<file path="config.mk">
export PLATFORM = sky130hd
export DESIGN_NAME = ring_stop
export DESIGN_NICKNAME = d
export VERILOG_FILES = /design/src/rtl/ring_stop_pkg.sv /design/src/rtl/ring_stop_buffer.sv /design/src/rtl/ring_stop.sv
export SDC_FILE = /design/constraint.sdc
export NUM_CORES = 1
export LEC_CHECK = 0
export ABC_AREA = 1
export BUFFER_PORTS_ARGS = -buffer_cell sky130_fd_sc_hd__buf_2
export CORE_UTILIZATION = 32
export DETAILED_ROUTE_END_ITERATION = 8
export GPL_ROUTABILITY_DRIVEN = 0
export GPL_TIMING_DRIVEN = 0
export PLACE_DENSITY_LB_ADDON = 0.15
export SYNTH_ARGS = -nofsm -noshare
export SYNTH_HDL_FRONTEND = slang
export SYNTH_SLANG_ARGS = --single-unit
</file>
<file path="constraint.sdc">
create_clock -name clock -period 6.3 [get_ports clock]
set_input_delay 0.315 -clock clock [delete_from_list [all_inputs] [get_ports clock]]
set_output_delay 0.315 -clock clock [all_outputs]
set_load 0.02 [all_outputs]
</file>
<file path="src/rtl/ring_stop_pkg.sv">
// Shared ring definitions: flit layout, node addressing and message kinds
// used by every ring station and its testbench.
package ring_package;

    localparam int NODE_BITS     = 4;
    localparam int PAYLOAD_WIDTH = 22;

    typedef enum logic [1:0] {
        REQ  = 2'd0,
        RESP = 2'd1,
        INV  = 2'd2,
        ACK  = 2'd3
    } ring_kind_t;

    typedef struct packed {
        logic [NODE_BITS-1:0]     dest;
        logic [NODE_BITS-1:0]     src;
        ring_kind_t               kind;
        logic [PAYLOAD_WIDTH-1:0] payload;
    } ring_flit_t;

    localparam int FLIT_WIDTH = $bits(ring_flit_t);

    // The destination field occupies the top NODE_BITS of a flattened flit.
    localparam int DEST_LSB = FLIT_WIDTH - NODE_BITS;

endpackage

</file>
<file path="src/rtl/ring_stop_buffer.sv">
// Synchronous circular FIFO with a show-ahead head; pointers carry an extra
// wrap bit so that full and empty are distinguishable without a counter.
module ring_stop_buffer #(
    parameter int DEPTH = 4,
    parameter int WIDTH = 32
) (
    input  logic                     clock,
    input  logic                     reset,
    input  logic                     push,
    input  logic [WIDTH-1:0]         push_data,
    input  logic                     pop,
    output logic [WIDTH-1:0]         head,
    output logic                     full,
    output logic                     empty,
    output logic [$clog2(DEPTH):0]   count
);

    localparam int ADDR_W = $clog2(DEPTH);
    localparam int PTR_W  = ADDR_W + 1;

    logic [WIDTH-1:0] mem [DEPTH];
    logic [PTR_W-1:0] wr_ptr;
    logic [PTR_W-1:0] rd_ptr;

    assign count = wr_ptr - rd_ptr;
    assign full  = (count == PTR_W'(DEPTH));
    assign empty = (wr_ptr == rd_ptr);
    assign head  = mem[rd_ptr[ADDR_W-1:0]];

    always_ff @(posedge clock) begin
        if (!reset) begin
            wr_ptr <= '0;
            rd_ptr <= '0;
        end else begin
            if (push && !full) begin
                wr_ptr <= wr_ptr + 1'b1;
            end
            if (pop && !empty) begin
                rd_ptr <= rd_ptr + 1'b1;
            end
        end
    end

    // NOTE: storage is deliberately not reset; the pointers alone decide which
    // entries are valid, so clearing the array would only cost reset fan-out.
    always_ff @(posedge clock) begin
        if (push && !full) begin
            mem[wr_ptr[ADDR_W-1:0]] <= push_data;
        end
    end

endmodule

</file>
<file path="src/rtl/ring_stop.sv">
// Ring station: buffers upstream traffic, ejects flits addressed to this node
// and merges local injections onto the downstream link with starvation bound.
module ring_stop
    import ring_package::*;
#(
    parameter int NODE_ID      = 1,
    parameter int BUF_DEPTH    = 4,
    parameter int STARVE_LIMIT = 8
) (
    input  logic                         clock,
    input  logic                         reset,
    input  logic                         ring_in_valid,
    input  logic [FLIT_WIDTH-1:0]        ring_in_data,
    output logic                         ring_in_ready,
    output logic                         ring_out_valid,
    output logic [FLIT_WIDTH-1:0]        ring_out_data,
    input  logic                         ring_out_ready,
    input  logic                         inj_empty,
    input  logic [FLIT_WIDTH-1:0]        inj_data,
    output logic                         inj_get,
    input  logic                         ej_full,
    output logic [FLIT_WIDTH-1:0]        ej_data,
    output logic                         ej_put,
    output logic [$clog2(BUF_DEPTH):0]   buf_count
);

    localparam logic [NODE_BITS-1:0] NODE_ADDR = NODE_BITS'(NODE_ID);
    localparam int                   STARVE_W  = $clog2(STARVE_LIMIT + 1);
    localparam logic [STARVE_W-1:0]  STARVE_MAX = STARVE_W'(STARVE_LIMIT);

    logic [FLIT_WIDTH-1:0] head;
    logic                  buf_full;
    logic                  buf_empty;
    logic                  push;
    logic                  pop;
    logic                  head_valid;
    logic                  head_eject;
    logic                  thru_cand;
    logic                  inj_cand;
    logic                  load_ok;
    logic                  starved;
    logic                  thru_win;
    logic                  inj_win;
    logic [STARVE_W-1:0]   starve_cnt;

    ring_stop_buffer #(
        .DEPTH (BUF_DEPTH),
        .WIDTH (FLIT_WIDTH)
    ) u_buffer (
        .clock     (clock),
        .reset     (reset),
        .push      (push),
        .push_data (ring_in_data),
        .pop       (pop),
        .head      (head),
        .full      (buf_full),
        .empty     (buf_empty),
        .count     (buf_count)
    );

    assign head_valid = !buf_empty;
    assign head_eject = (head[DEST_LSB +: NODE_BITS] == NODE_ADDR);

    // Readiness ignores a same-cycle pop so the ready path stays shallow.
    assign ring_in_ready = reset && !buf_full;
    assign push          = ring_in_valid && ring_in_ready;

    // An ejecting head waits for the inbound FIFO, blocking through traffic.
    assign ej_put  = reset && head_valid && head_eject && !ej_full;
    assign ej_data = head;

    assign load_ok   = !ring_out_valid || ring_out_ready;
    assign thru_cand = head_valid && !head_eject;
    assign inj_cand  = !inj_empty;
    assign starved   = (starve_cnt == STARVE_MAX);

    always_comb begin
        thru_win = 1'b0;
        inj_win  = 1'b0;
        if (reset && load_ok) begin
            if (thru_cand && !(inj_cand && starved)) begin
                thru_win = 1'b1;
            end else if (inj_cand) begin
                inj_win = 1'b1;
            end
        end
    end

    assign inj_get = inj_win;
    assign pop     = ej_put || thru_win;

    // NOTE: registered state uses non-blocking assignments so every flop
    // samples pre-edge values regardless of block evaluation order.
    always_ff @(posedge clock) begin
        if (!reset) begin
            ring_out_valid <= 1'b0;
            ring_out_data  <= '0;
        end else if (thru_win) begin
            ring_out_valid <= 1'b1;
            ring_out_data  <= head;
        end else if (inj_win) begin
            ring_out_valid <= 1'b1;
            ring_out_data  <= inj_data;
        end else if (load_ok) begin
            ring_out_valid <= 1'b0;
        end
    end

    always_ff @(posedge clock) begin
        if (!reset) begin
            starve_cnt <= '0;
        end else if (inj_empty || inj_win) begin
            starve_cnt <= '0;
        end else if (thru_win && !starved) begin
            starve_cnt <= starve_cnt + 1'b1;
        end
    end

endmodule

</file>
==> metrics <==
status=complete, no violations; power per cell area=509 nW/um2; IO Port Bufs=between 100 and 150; core area=around 22000 um2; drt wl/cell=16.8 um; Worst EP required=6430 ps; Tcrit/Tclk final=0.475; adder-cell share of the synthesized area=0.0181; mux contribution to synthesized area=0; Final Worst Setup Slack=3310 ps; async set-reset flop share out of synthesis=0; Final min period=2990 ps; CTS buffer count=17; Synth Area in Compound Gates=0.0653; GR peak layer=met2; Post-synth EDFFs=128; worst flop-to-flop path startpoint=u_buffer.wr_ptr[0]$_SDFFE_PN0P_; DR iter-0 viols=239; LEAKAGE=3.83 nW; Mapped Cells=709; clock sinks=173; VDD IR max=~0.21 mV; worst reg2reg path endpoint=u_buffer.mem[1][22]$_DFFE_PP_; RSZ-0062 raised after global routing=false; synthesized area per cell=10.3 um2; initial antenna violation count=3; TritonRoute pass-1 iters=5; worst clock skew=8.27 ps; Synth Area in XOR/XNOR=0.00718; DP Area=8490 um2; Post-DRT Antenna Nets=0; first-pass GRT wire length=30000 um; count leader, synth=nand2_1; crit path capture=u_buffer.mem[1][22]$_DFFE_PP_; Syn Nets=789; Fill cells=2193; Synth Area in Simple Gates=0.200; critical path class=register to register; worst min path class=primary input to register; Post-synth top cells=nand2_1, edfxtp_1, nor2_1; Final Cell Area=9080 um2; Total Routed Length=approximately 20000 um; nets=951; DP HPWL=13200 um; die width=153 um; Mapped Area=7320 um2; met3 Usage GRT=0.0462; final hold vios=0; R2R cell count=9; Max Clk Rate=around 330 MHz; met2 usage=0.271; Total Die Area=23500 um2; worst skew pair latency=430 ps; vias in the first global route=5164; post-CTS repair timing setup buffer count=0; DR DRC count=0; met1 usage=0.233; cell taking the most area after synthesis=edfxtp_1; die height=153 um; Max Root-Sink Buffers=2; Std-Cell Rows=54; crit end category=register; gr usage total=0.171; top post-synthesis cells by area=edfxtp_1, dfxtp_1, nand2_1, nor2_1, a32o_1; routed vias/inst=4.62; Seq cells post-synth=173; worst slew pin tran=692 ps; setup violators final=0; CP cell instances=inv_1, ha_1, inv_1, fa_1, xor2_1, nand3_1, nand3_1, nor2_4, buf_16; Slowest cell on crit path=nor2_4; CTS H-Tree Depth=4; main combinational cell family by area after synthesis=simple AND/OR/NAND/NOR gates; Synth Flop Type=edfxtp_1; GRT overflow=0; Ports=141; Initial Util=0.331; fin util=0.411; max incr delay on CP=680 ps; Syn. warnings=0; max-cap violation count=0; Clk pin slew, worst setup/hold paths=about 70 ps; post-cts resize count=0; root buf cell=clkbuf_16; library cells used by synthesis=30; Worst Path Arrival=approximately 3100 ps; layout cells sized above 1=0.248; Critical Path Start Type=register; Critical Path Source=u_buffer.wr_ptr[0]$_SDFFE_PN0P_; CTS tree=built; Area Overhead vs Synth=24.1%; dpl ws=between 3000 and 4000 ps; slew margin rel.=0.539; Synth top area share=0.525; # hold bufs at CTS=0; setup TNS=0 ps; final number of max-transition violations=0; largest net degree at the start of global routing=27; worst-path maximum fanout=17; reg2reg setup slack=3310 ps; hold slack final=between 90 and 100 ps; Vias=5377; Seq/Total Area, Yosys=0.649
==> routing by layer <==
metal	vias to the layer above	wire length, um
met4	2	153
met3	16	1130
li1	2707	-
met2	134	8800
met5	-	10
met1	2518	9420
==> area by class of cell <==
cell class / count / area (um2) / share of cell area
timing repair buffer: 143 / 791 / 0.0871
clock buffer: 17 / 425 / 0.0469
inverter: 63 / 239 / 0.0263
tap: 280 / 350 / 0.0386
sequential: 173 / 4740 / 0.523
antenna: 1 / 2.50 / 0.000276
multi-input combinational: 438 / 2160 / 0.238
clock inverter: 15 / 164 / 0.0181
buffer: 35 / 205 / 0.0226
==> logic make-up (layout without fill, tap and decap cells) <==
logic type | Yosys count | count (layout)
other cells | 0 | 1
simple gates | 355 | 355
xor+xnor | 6 | 6
flops | 173 | 173
compound gates | 67 | 67
buf+inv | 98 | 273
fa+ha+maj | 10 | 10
==> stage by stage <==
stage,power [mW],std cells
floorplan,2.88,709
CTS,4.68,1164
global route,4.92,1164
finish,4.62,1165
detailed placement,3.62,1132
global placement,3.60,1128
==> worst max-delay path, delay by kind of cell, from the launching register on <==
kind,cells,cell delay [ps]
AND/OR/NAND/NOR,3,1170
adder cells (fa/ha/maj),2,540
buffers and inverters,3,440
flip-flops,1,340
XOR/XNOR,1,190
==> flip-flops by register name (all words and copies together) (netlist names), named ones only <==
register / count
ring_out_data: 32
ring_out_valid: 1
starve_cnt: 4
u_buffer.mem: 128
u_buffer.rd_ptr: 3
u_buffer.wr_ptr: 3
==> cell usage in the layout (no fill, tap or decap), drive strengths merged <==
cell,n
nand3b,1
clkinv,8
o21ai,3
nand3,52
xor2,4
dfxtp,45
nor2,109
a31oi,2
xnor2,2
a21oi,34
nand4,7
buf,173
fa,1
inv,66
diode,1
clkbuf,22
nand2,186
clkinvlp,2
bufinv,2
a32o,28
edfxtp,128
ha,9
==> worst min-delay path by stage <==
stage,endpoint,from,depth (start not counted)
floorplan,u_buffer.mem[0][0]$_DFFE_PP_,ring_in_data[0],0
global placement,ring_out_data[2]$_SDFFE_PN0P_,ring_out_data[2]$_SDFFE_PN0P_,2
detailed placement,ring_out_data[9]$_SDFFE_PN0P_,ring_out_data[9]$_SDFFE_PN0P_,2
CTS,u_buffer.mem[0][19]$_DFFE_PP_,ring_in_data[19],1
global route,u_buffer.mem[2][31]$_DFFE_PP_,ring_in_data[31],1
finish,u_buffer.mem[0][19]$_DFFE_PP_,ring_in_data[19],1
==> power breakdown <==
part | switching (mW) | internal, mW
logic | 1.43 | 0.668
clock network | 0.467 | 0.591
registers | 0.0744 | 1.40
No activity file was read; power rests on OpenSTA's default activity.
